[src/rtl/wb_arbiter_pkg.sv]
`default_nettype none
// ============================================================================
// Module      : wb_arbiter_pkg
// Description : Shared widths, defaults and types for the writeback arbiter.
//               c_DSIZE / c_ASIZE / c_NREG mirror the register-file geometry;
//               c_WB_DEPTH / c_WB_STARVE are the arbiter parameter defaults.
// Revision    : 1.0 - initial release
// ============================================================================
package wb_arbiter_pkg;

    localparam int c_DSIZE     = 16;
    localparam int c_ASIZE     = 4;
    localparam int c_NREG      = 16;
    localparam int c_WB_DEPTH  = 2;
    localparam int c_WB_STARVE = 4;

    // Source chosen for the single register-file write port this cycle.
    typedef enum logic [1:0] {
        SEL_IDLE = 2'd0,
        SEL_PIPE = 2'd1,
        SEL_MDU  = 2'd2
    } wb_sel_e;

endpackage : wb_arbiter_pkg
`default_nettype wire

[src/rtl/wb_fifo.sv]
`default_nettype none
// ============================================================================
// Module      : wb_fifo
// Description : DEPTH-entry queue of {waddr, wdata} MDU results. Provides the
//               occupancy count, head entry, and a per-entry address compare
//               used by decode to detect registers with results still queued.
// Ports       : clk, rst_n        - clock / async active-low reset
//               push, push_waddr, push_wdata - enqueue (ignored when full)
//               pop               - dequeue head (ignored when empty)
//               head_waddr, head_wdata - current head entry
//               count             - registered occupancy
//               q_addr, q_hit     - address query / combinational hit
// Revision    : 1.0 - initial release
// ============================================================================
module wb_fifo #(
    parameter int DSIZE = 16,
    parameter int ASIZE = 4,
    parameter int DEPTH = 2,
    localparam int PW   = $clog2(DEPTH),
    localparam int CW   = $clog2(DEPTH + 1)
) (
    input  logic             clk,
    input  logic             rst_n,
    input  logic             push,
    input  logic [ASIZE-1:0] push_waddr,
    input  logic [DSIZE-1:0] push_wdata,
    input  logic             pop,
    output logic [ASIZE-1:0] head_waddr,
    output logic [DSIZE-1:0] head_wdata,
    output logic [CW-1:0]    count,
    input  logic [ASIZE-1:0] q_addr,
    output logic             q_hit
);

    localparam logic [CW-1:0] c_FULL = CW'(DEPTH);

    logic [ASIZE-1:0] r_addr [DEPTH];
    logic [DSIZE-1:0] r_data [DEPTH];
    logic [DEPTH-1:0] r_vld;
    logic [PW-1:0]    r_wptr;
    logic [PW-1:0]    r_rptr;
    logic [CW-1:0]    r_count;

    logic w_push;
    logic w_pop;
    logic w_hit;

    // Guard against illegal requests so the pointers can never desynchronise
    // from the count.
    assign w_push = push && (r_count < c_FULL);
    assign w_pop  = pop  && (r_count != '0);

    always_ff @(posedge clk or negedge rst_n) begin
        if (!rst_n) begin
            for (int i = 0; i < DEPTH; i++) begin
                r_addr[i] <= '0;
                r_data[i] <= '0;
            end
            r_vld   <= '0;
            r_wptr  <= '0;
            r_rptr  <= '0;
            r_count <= '0;
        end else begin
            // Push and pop never target the same slot: a push needs a free
            // slot and a pop needs an occupied one.
            if (w_push) begin
                r_addr[r_wptr] <= push_waddr;
                r_data[r_wptr] <= push_wdata;
                r_vld[r_wptr]  <= 1'b1;
                r_wptr         <= r_wptr + 1'b1;
            end
            if (w_pop) begin
                r_vld[r_rptr] <= 1'b0;
                r_rptr        <= r_rptr + 1'b1;
            end
            case ({w_push, w_pop})
                2'b10:   r_count <= r_count + 1'b1;
                2'b01:   r_count <= r_count - 1'b1;
                default: r_count <= r_count;
            endcase
        end
    end

    // Compare against registered entries only: an entry being popped still
    // hits this cycle, one being pushed does not hit until next cycle.
    always_comb begin
        w_hit = 1'b0;
        for (int i = 0; i < DEPTH; i++) begin
            if (r_vld[i] && (r_addr[i] == q_addr)) begin
                w_hit = 1'b1;
            end
        end
    end

    assign q_hit      = w_hit && (q_addr != '0);
    assign head_waddr = r_addr[r_rptr];
    assign head_wdata = r_data[r_rptr];
    assign count      = r_count;

endmodule : wb_fifo
`default_nettype wire

[src/rtl/wb_arbiter.sv]
`default_nettype none
// ============================================================================
// Module      : wb_arbiter
// Description : Writeback arbiter for the register file's single write port.
//               The in-order pipeline has priority; out-of-order MDU results
//               wait in a small queue. Once the pipeline has won STARVE_MAX
//               consecutive cycles with MDU work pending, the queue head is
//               forced through and the pipeline is stalled for that cycle.
// Ports       : clk, rst_n                     - clock / async active-low reset
//               pipe_valid/waddr/wdata         - pipeline writeback
//               stall_req                      - pipeline must hold its entry
//               mdu_valid/ready/waddr/wdata    - MDU result handshake
//               q_addr, q_hit                  - decode pending-result query
//               rf_wen, rf_waddr, rf_wdata     - registered register-file write
// Revision    : 1.0 - initial release
// ============================================================================
module wb_arbiter
    import wb_arbiter_pkg::*;
#(
    parameter int DSIZE      = c_DSIZE,
    parameter int ASIZE      = c_ASIZE,
    parameter int DEPTH      = c_WB_DEPTH,
    parameter int STARVE_MAX = c_WB_STARVE
) (
    input  logic             clk,
    input  logic             rst_n,
    input  logic             pipe_valid,
    input  logic [ASIZE-1:0] pipe_waddr,
    input  logic [DSIZE-1:0] pipe_wdata,
    output logic             stall_req,
    input  logic             mdu_valid,
    output logic             mdu_ready,
    input  logic [ASIZE-1:0] mdu_waddr,
    input  logic [DSIZE-1:0] mdu_wdata,
    input  logic [ASIZE-1:0] q_addr,
    output logic             q_hit,
    output logic             rf_wen,
    output logic [ASIZE-1:0] rf_waddr,
    output logic [DSIZE-1:0] rf_wdata
);

    localparam int CW = $clog2(DEPTH + 1);
    localparam int SW = $clog2(STARVE_MAX + 1);

    localparam logic [CW-1:0] c_FULL       = CW'(DEPTH);
    localparam logic [SW-1:0] c_STARVE_LIM = SW'(STARVE_MAX);

    logic [CW-1:0]    w_count;
    logic [ASIZE-1:0] w_head_waddr;
    logic [DSIZE-1:0] w_head_wdata;
    logic             w_nonempty;
    logic             w_force;
    logic             w_push;
    logic             w_pop;
    wb_sel_e          w_sel;
    logic [ASIZE-1:0] w_sel_waddr;
    logic [DSIZE-1:0] w_sel_wdata;
    logic             w_write;

    logic [SW-1:0]    r_starve;
    logic             r_wen;
    logic [ASIZE-1:0] r_waddr;
    logic [DSIZE-1:0] r_wdata;

    wb_fifo #(
        .DSIZE (DSIZE),
        .ASIZE (ASIZE),
        .DEPTH (DEPTH)
    ) u_fifo (
        .clk        (clk),
        .rst_n      (rst_n),
        .push       (w_push),
        .push_waddr (mdu_waddr),
        .push_wdata (mdu_wdata),
        .pop        (w_pop),
        .head_waddr (w_head_waddr),
        .head_wdata (w_head_wdata),
        .count      (w_count),
        .q_addr     (q_addr),
        .q_hit      (q_hit)
    );

    assign w_nonempty = (w_count != '0);
    assign w_force    = (r_starve == c_STARVE_LIM) && w_nonempty;

    // Readiness comes from the registered count only, so a full queue never
    // accepts even when its head drains in the same cycle.
    assign mdu_ready  = (w_count < c_FULL);
    assign w_push     = mdu_valid && mdu_ready;

    always_comb begin
        w_sel = SEL_IDLE;
        if (w_force) begin
            w_sel = SEL_MDU;
        end else if (pipe_valid) begin
            w_sel = SEL_PIPE;
        end else if (w_nonempty) begin
            w_sel = SEL_MDU;
        end
    end

    assign w_pop       = (w_sel == SEL_MDU);
    assign stall_req   = w_force && pipe_valid;
    assign w_sel_waddr = (w_sel == SEL_MDU) ? w_head_waddr : pipe_waddr;
    assign w_sel_wdata = (w_sel == SEL_MDU) ? w_head_wdata : pipe_wdata;

    // Writes to r0 are consumed but never reach the register file.
    assign w_write     = (w_sel != SEL_IDLE) && (w_sel_waddr != '0);

    always_ff @(posedge clk or negedge rst_n) begin
        if (!rst_n) begin
            r_starve <= '0;
        end else if (!w_nonempty || w_pop) begin
            r_starve <= '0;
        end else if ((w_sel == SEL_PIPE) && (r_starve != c_STARVE_LIM)) begin
            r_starve <= r_starve + 1'b1;
        end
    end

    always_ff @(posedge clk or negedge rst_n) begin
        if (!rst_n) begin
            r_wen   <= 1'b0;
            r_waddr <= '0;
            r_wdata <= '0;
        end else begin
            r_wen <= w_write;
            if (w_write) begin
                r_waddr <= w_sel_waddr;
                r_wdata <= w_sel_wdata;
            end
        end
    end

    assign rf_wen   = r_wen;
    assign rf_waddr = r_waddr;
    assign rf_wdata = r_wdata;

endmodule : wb_arbiter
`default_nettype wire

[config.mk]
export PLATFORM = sky130hd
export DESIGN_NAME = wb_arbiter
export DESIGN_NICKNAME = d
export VERILOG_FILES = /design/src/rtl/wb_arbiter_pkg.sv /design/src/rtl/wb_fifo.sv /design/src/rtl/wb_arbiter.sv
export SDC_FILE = /design/constraint.sdc
export NUM_CORES = 1
export LEC_CHECK = 0
export CORE_ASPECT_RATIO = 0.6
export CORE_MARGIN = 2
export CORE_UTILIZATION = 40
export CTS_BUF_LIST = sky130_fd_sc_hd__clkbuf_8
export CTS_CLUSTER_DIAMETER = 100
export CTS_CLUSTER_SIZE = 14
export DETAILED_ROUTE_END_ITERATION = 8
export HOLD_SLACK_MARGIN = 0.15
export PLACE_DENSITY = 0.7
export REMOVE_ABC_BUFFERS = 1
export SKIP_CTS_REPAIR_TIMING = 1
export SLEW_MARGIN = 20
export SYNTH_ARGS = -nofsm -noshare
export SYNTH_HDL_FRONTEND = slang
export SYNTH_SLANG_ARGS = --single-unit
[constraint.sdc]
create_clock -name clk -period 2.1 [get_ports clk]
set_input_delay 0.21 -clock clk [delete_from_list [all_inputs] [get_ports clk]]
set_output_delay 0.21 -clock clk [all_outputs]
set_load 0.01 [all_outputs]
=== Word-level counts from Yosys, hierarchy flattened ===
Cells that the tools add are included.

* $add $sub $neg: 5
* Magnitude comparators: 8
* Eq/ne operators: 8
* Muxes and demuxes: 28
* Bitwise logic cells: 5
* Reduce and logical (&&, ||, !) cells: 21

{| class="wikitable"
|+ Operator list
! kind !! count
|-
| 16-bit 2-to-1 mux || 5
|-
| 32-bit bitwise mux || 1
|-
| 4-bit 2-to-1 mux || 5
|-
| 16-bit demux with 1-bit select || 1
|-
| 1-bit logical AND || 13
|-
| 2-bit 2-to-1 mux || 5
|-
| 8-bit bitwise mux || 1
|-
| 4-bit == test || 2
|-
| 2-bit nonzero test || 4
|-
| 4-bit nonzero test || 2
|-
| 3-bit 2-to-1 mux || 2
|-
| 4-bit demux with 1-bit select || 1
|-
| 2-bit by 1-bit == test with 1-bit output (second input constant) || 2
|-
| 2-bit == test (second input constant) || 2
|-
| 2-bit >= comparator (second input constant) || 2
|-
| 1-bit by 2-bit less-than comparator with 1-bit output (second input constant) || 2
|-
| 1-bit 2-to-1 mux || 4
|-
| 1-bit NOT with 2-bit output || 2
|-
| 2-bit case mux with 2 select lines || 1
|-
| 3-bit by 1-bit adder with 3-bit output (second input constant) || 1
|-
| 3-bit == test (second input constant) || 1
|-
| 3-bit inequality test (second input constant) || 1
|-
| 1-bit adder (second input constant) || 2
|-
| 2-bit by 1-bit adder with 2-bit output (second input constant) || 1
|-
| other kinds (10) || 12
|}

* Bits in registers: 70
* Input port bits: 48
* Output and inout bits: 24
* Logic and storage cells: 87

=== Longest topological paths before layout ===
* Depth in word-level cells: 8
* Gate-level depth with buffers: 9

=== Hierarchy ===
A second synthesis with hierarchy kept.

* Cell total of the unflattened synthesis: 237
* Area total of the unflattened synthesis: 3528.4 um^2

{| class="wikitable"
|+ Modules (own cells, without submodules)
! module !! instances !! cells each !! area an instance (um^2)
|-
| wb_fifo || 1 || 143 || 2257.2
|-
| wb_arbiter || 1 || 94 || 1271.2
|}

=== Worst setup path before layout ===
No wires, ideal clock.

* Path type: flip-flop to flip-flop
* From: reg r_starve[0]
* To: reg r_wdata[1] (netlist: rf_wdata[1])
* Setup time: 0.132 ns
* Arrival time: 1.679 ns
* Setup slack: 0.289 ns
* Cell stages (with the launch flop): 8
* Buffers on the path: 1
* Clock period less this slack: 1.811 ns
* Cell sequence: dfrtp_1 > inv_1 > ha_1 > and2_0 > a211oi_2 > a21o_1 > buf_6 > o221ai_2

* Word-level cells in the longest chain between the ends: 7
* Elaborated cells on any way between the ends: 9
* Classes of those cells: eq/ne (2); mux (3); reduce/logical (4)

{| class="wikitable"
|+ Ends and longest elaborated chain
! what !! line !! source
|-
| start, declared || wb_arbiter.sv:60 || <nowiki>logic [SW-1:0] r_starve;</nowiki>
|-
| start signal, assigned || wb_arbiter.sv:116 || <nowiki>r_starve <= r_starve + 1'b1;</nowiki>
|-
| 3-bit == test (*) || wb_arbiter.sv:84 || <nowiki>assign w_force = (r_starve == c_STARVE_LIM) && w_nonempty;</nowiki>
|-
| 1-bit logical AND (*) || wb_arbiter.sv:84 ||
|-
| 2-bit 2-to-1 mux (*) || wb_arbiter.sv:93 || <nowiki>if (w_force) begin</nowiki>
|-
| 2-bit == test || wb_arbiter.sv:104, wb_arbiter.sv:105 ||
|-
| 4-bit 2-to-1 mux || wb_arbiter.sv:104 || <nowiki>assign w_sel_waddr = (w_sel == SEL_MDU) ? w_head_waddr : pipe_waddr;</nowiki>
|-
| 4-bit nonzero test || wb_arbiter.sv:108 || <nowiki>assign w_write = (w_sel != SEL_IDLE) && (w_sel_waddr != '0);</nowiki>
|-
| 1-bit logical AND || wb_arbiter.sv:108 ||
|-
| end signal, assigned || wb_arbiter.sv:129 || <nowiki>r_wdata <= w_sel_wdata;</nowiki>
|-
| end, declared || wb_arbiter.sv:63 || <nowiki>logic [DSIZE-1:0] r_wdata;</nowiki>
|}

Mark *: on every way between the ends. The rest lies on a longest branch, timed or not.
A chain may end at the register's enable or synchronous reset.

=== Final worst setup path ===
* From: reg u_fifo.r_count[0] (netlist: u_fifo.count[0])
* To: out stall_req

* Word-level cells in the longest chain between the ends: 3

{| class="wikitable"
|+ Ends and longest elaborated chain
! what !! line !! source
|-
| start, declared || wb_fifo.sv:42 || <nowiki>logic [CW-1:0] r_count;</nowiki>
|-
| start signal, assigned || wb_fifo.sv:77 || <nowiki>2'b10: r_count <= r_count + 1'b1;</nowiki>
|-
| start signal, assigned || wb_fifo.sv:78 || <nowiki>2'b01: r_count <= r_count - 1'b1;</nowiki>
|-
| start signal, assigned || wb_fifo.sv:79 || <nowiki>default: r_count <= r_count;</nowiki>
|-
| 2-bit nonzero test || wb_arbiter.sv:83 || <nowiki>assign w_nonempty = (w_count != '0);</nowiki>
|-
| 1-bit logical AND || wb_arbiter.sv:84 ||
|-
| 1-bit logical AND || wb_arbiter.sv:103 || <nowiki>assign stall_req = w_force && pipe_valid;</nowiki>
|-
| end, declared || wb_arbiter.sv:30 || <nowiki>output logic stall_req,</nowiki>
|}

No other way between the ends.

==> flow_summary.json <==
{
  "wl_per_cell_microns": 15.9,
  "powerDensity_mw_per_mm2": 1390,
  "core_sq_mm": 0.00791,
  "pwr-share-clk": 0.156,
  "ir_drop_mv": 0.626,
  "hold_viol_final": 0,
  "grtUsageTotal": 0.180,
  "drive_above_1_share": 0.251,
  "ys_warn_count": 0,
  "synth_sequential_area_ratio": 0.534,
  "dieWidth_microns": 121,
  "cts_root_buffer": "clkbuf_8",
  "gr-total-overflow": 0,
  "synth_area_leaders": "dfrtp_1, mux2_2, o221ai_2",
  "die-area_sq_mm": 0.00897,
  "pre_cts_ws_ns": 0.0164,
  "worst_pin_slew_ns": 0.411,
  "dr.first_iter.drc_count": 126,
  "power_frac_seq": 0.404,
  "synth_seq_cells": 70,
  "drc_errors": 0,
  "grt_max_degree": 71,
  "cts.reportedPaths.clkPinSlew_ns": 0.07,
  "cts_sinks": 70,
  "p_int_mw": 3.98,
  "power_switching_share": 0.343,
  "max_cap_viol_count": 0,
  "yosysUniqueCellTypes": 33,
  "crit_required_ns": 1.89,
  "cts-buffers-inserted": 9,
  "final.min_clock_period_ns": 1.97,
  "first_pass_iters": 4,
  "criticalPathCategory": "reg -> out",
  "antenna_found_initial": 0,
  "crit_arrival_ns": 1.76,
  "boundaryPins": 72,
  "critPathMaxFanout": 4,
  "nets": 393,
  "die_y_microns": 74.2,
  "yosysTopAreaCellShare": 0.534,
  "p_comb_frac": 0.441,
  "grt_pass1_wl_microns": 12100,
  "crit_path_start_kind": "flip-flop",
  "syn_area_sq_mm": 0.00328,
  "rows": 25,
  "antennaDiodeCount": 0,
  "start_util": 0.415,
  "p_sw_mw": 2.08,
  "syn_area_per_cell_sq_um": 12.7,
  "critPathCaptureType": "output port",
  "postSynthCellCount": 258,
  "portBuffers": 71,
  "setup_violations": 0,
  "slew_viol_final": 0,
  "total_power_mw": 6.06,
  "fmax_mhz": 508,
  "ant_nets": 0,
  "fill_cells": 703,
  "synth_edf_count": 0,
  "yosysMostFrequentCell": "dfrtp_1",
  "setup_ws_ns": 0.132,
  "relSlewSlack": 0.726,
  "place.gp.congestion": 0.810,
  "synth_top_flop_cell": "dfrtp_1",
  "static-leakage-power_nw": 1.91,
  "hold_class": "in -> async",
  "status": "finished, final reports clean",
  "clockBufferDepth": 2,
  "num_vias": 2225,
  "synth_commonest_cells": "dfrtp_1, mux2_2, inv_1",
  "post_drt_via_cell_ratio": 4.90,
  "synth_area_leader_cell": "dfrtp_1",
  "grt_pass1_vias": 2333,
  "htreeDepth": 3,
  "async_flop_share": 1.00,
  "fin_skew_ns": 0.00794,
  "drt_wl_total_microns": 7200,
  "rsz0062_at_grt": "false",
  "post-route-period-util": 0.937,
  "cts_tree": "built",
  "syn2layout_area_growth_pct": 32.6,
  "worstSkewPairLatency_ns": 0.35,
  "post-dp-hpwl_microns": 5150
}
-- layer usage --
metal  wire [microns]  part of all wire  vias to the layer above  track usage
met2             2950              0.41                       60        0.258
met5                0                 0                        -            0
met3              552             0.077                        9       0.0752
met1             3610              0.50                     1085        0.250
li1                 -                 -                     1071            -
met4               84             0.012                        0       0.0568
-- cell families (layout without fill, tap and decap cells) --
group / Yosys count / count (layout) / synth area share
AO/OA/AOI/OAI: 31 / 31 / 0.111
XOR/XNOR: 13 / 13 / 0.0347
adder cells (fa/ha/maj): 3 / 3 / 0.0114
buffers and inverters: 37 / 125 / 0.0514
flip-flops: 70 / 70 / 0.534
multiplexers: 58 / 58 / 0.192
AND/OR/NAND/NOR: 46 / 46 / 0.0659
-- layout make-up --
class                           count  area (sq um)  share of cell area
Sequential cell                    70          1750               0.402
Multi-Input combinational cell    151          1370               0.314
Timing Repair Buffer               85           841               0.193
Clock buffer                       11           151              0.0348
Tap cell                          108           135              0.0310
Inverter                           25          93.8              0.0216
Clock inverter                      4          16.3             0.00374
-- power groups by stage --
stage               registers, mW  clock network, mW  logic [mW]
detailed placement           2.47                  0        2.70
global placement             2.44                  0        2.65
CTS                          2.45              0.972        2.71
finish                       2.45              0.942        2.67
floorplan                    2.53                  0        1.54
global route                 2.55               1.04        2.93
-- sequential cells by signal, summed over array words and instances, names as in the netlist --
| signal | count |
|---|---|
| r_starve | 3 |
| rf_waddr | 4 |
| rf_wdata | 16 |
| rf_wen | 1 |
| u_fifo.count | 2 |
| u_fifo.r_addr | 8 |
| u_fifo.r_data | 32 |
| u_fifo.r_rptr | 1 |
| u_fifo.r_vld | 2 |
| u_fifo.r_wptr | 1 |
-- cells in the final DEF, fill, tap and decap left out, drive strengths merged, types with 2 or more instances in the layout --
master | Yosys | final
dfrtp | 70 | 70
clkdlybuf4s50 | 0 | 69
mux2 | 40 | 40
inv | 25 | 28
nand2 | 20 | 20
mux2i | 18 | 18
o221ai | 16 | 16
buf | 7 | 14
clkbuf | 5 | 11
nor2 | 9 | 9
xnor2 | 7 | 7
xor2 | 6 | 6
nor2b | 4 | 4
a211oi | 4 | 4
nor3 | 3 | 3
nand3 | 3 | 3
o32ai | 3 | 3
ha | 3 | 3
o22a | 2 | 2
nor4 | 2 | 2
a21o | 2 | 2
-- final timing paths --
path / cells past startpoint / end / startpoint / slack [ns]
worst max-delay path: 4 / stall_req / u_fifo.count[0] / 0.13
worst min-delay path: 3 / u_fifo.r_addr[3] / rst_n / 0.41
worst max register to register: 5 / rf_wdata[3] / u_fifo.r_addr[0] / 0.23
worst min register to register: 1 / r_starve[0] / r_starve[0] / 0.47
max in group asynchronous: 3 / u_fifo.r_vld[0] / rst_n / 1.37
min in group clk: 3 / rf_wdata[11] / pipe_wdata[11] / 0.44
-- critical path, stage by stage (launching register included) --
cell and delay (ns):
dfrtp_1 0.41, or2_1 0.21, nand2_1 0.14, nor2_1 0.11, clkdlybuf4s50_1 0.54
-- stage by stage --
| step | area, sq um | instances | util | hold slack [ns] | TNS (ns) |
|---|---|---|---|---|---|
| floorplan | 3210 | 246 | - | -0.0856 | -6.48 |
| global placement | 4170 | 438 | 0.527 | 0.265 | 0 |
| detailed placement | 4170 | 438 | 0.527 | 0.264 | 0 |
| CTS | 4340 | 453 | 0.549 | -0.120 | -0.107 |
| global route | 4350 | 454 | 0.550 | 0.437 | 0 |
| finish | 4350 | 454 | 0.550 | 0.409 | 0 |
(Power assumes the default switching activity.)
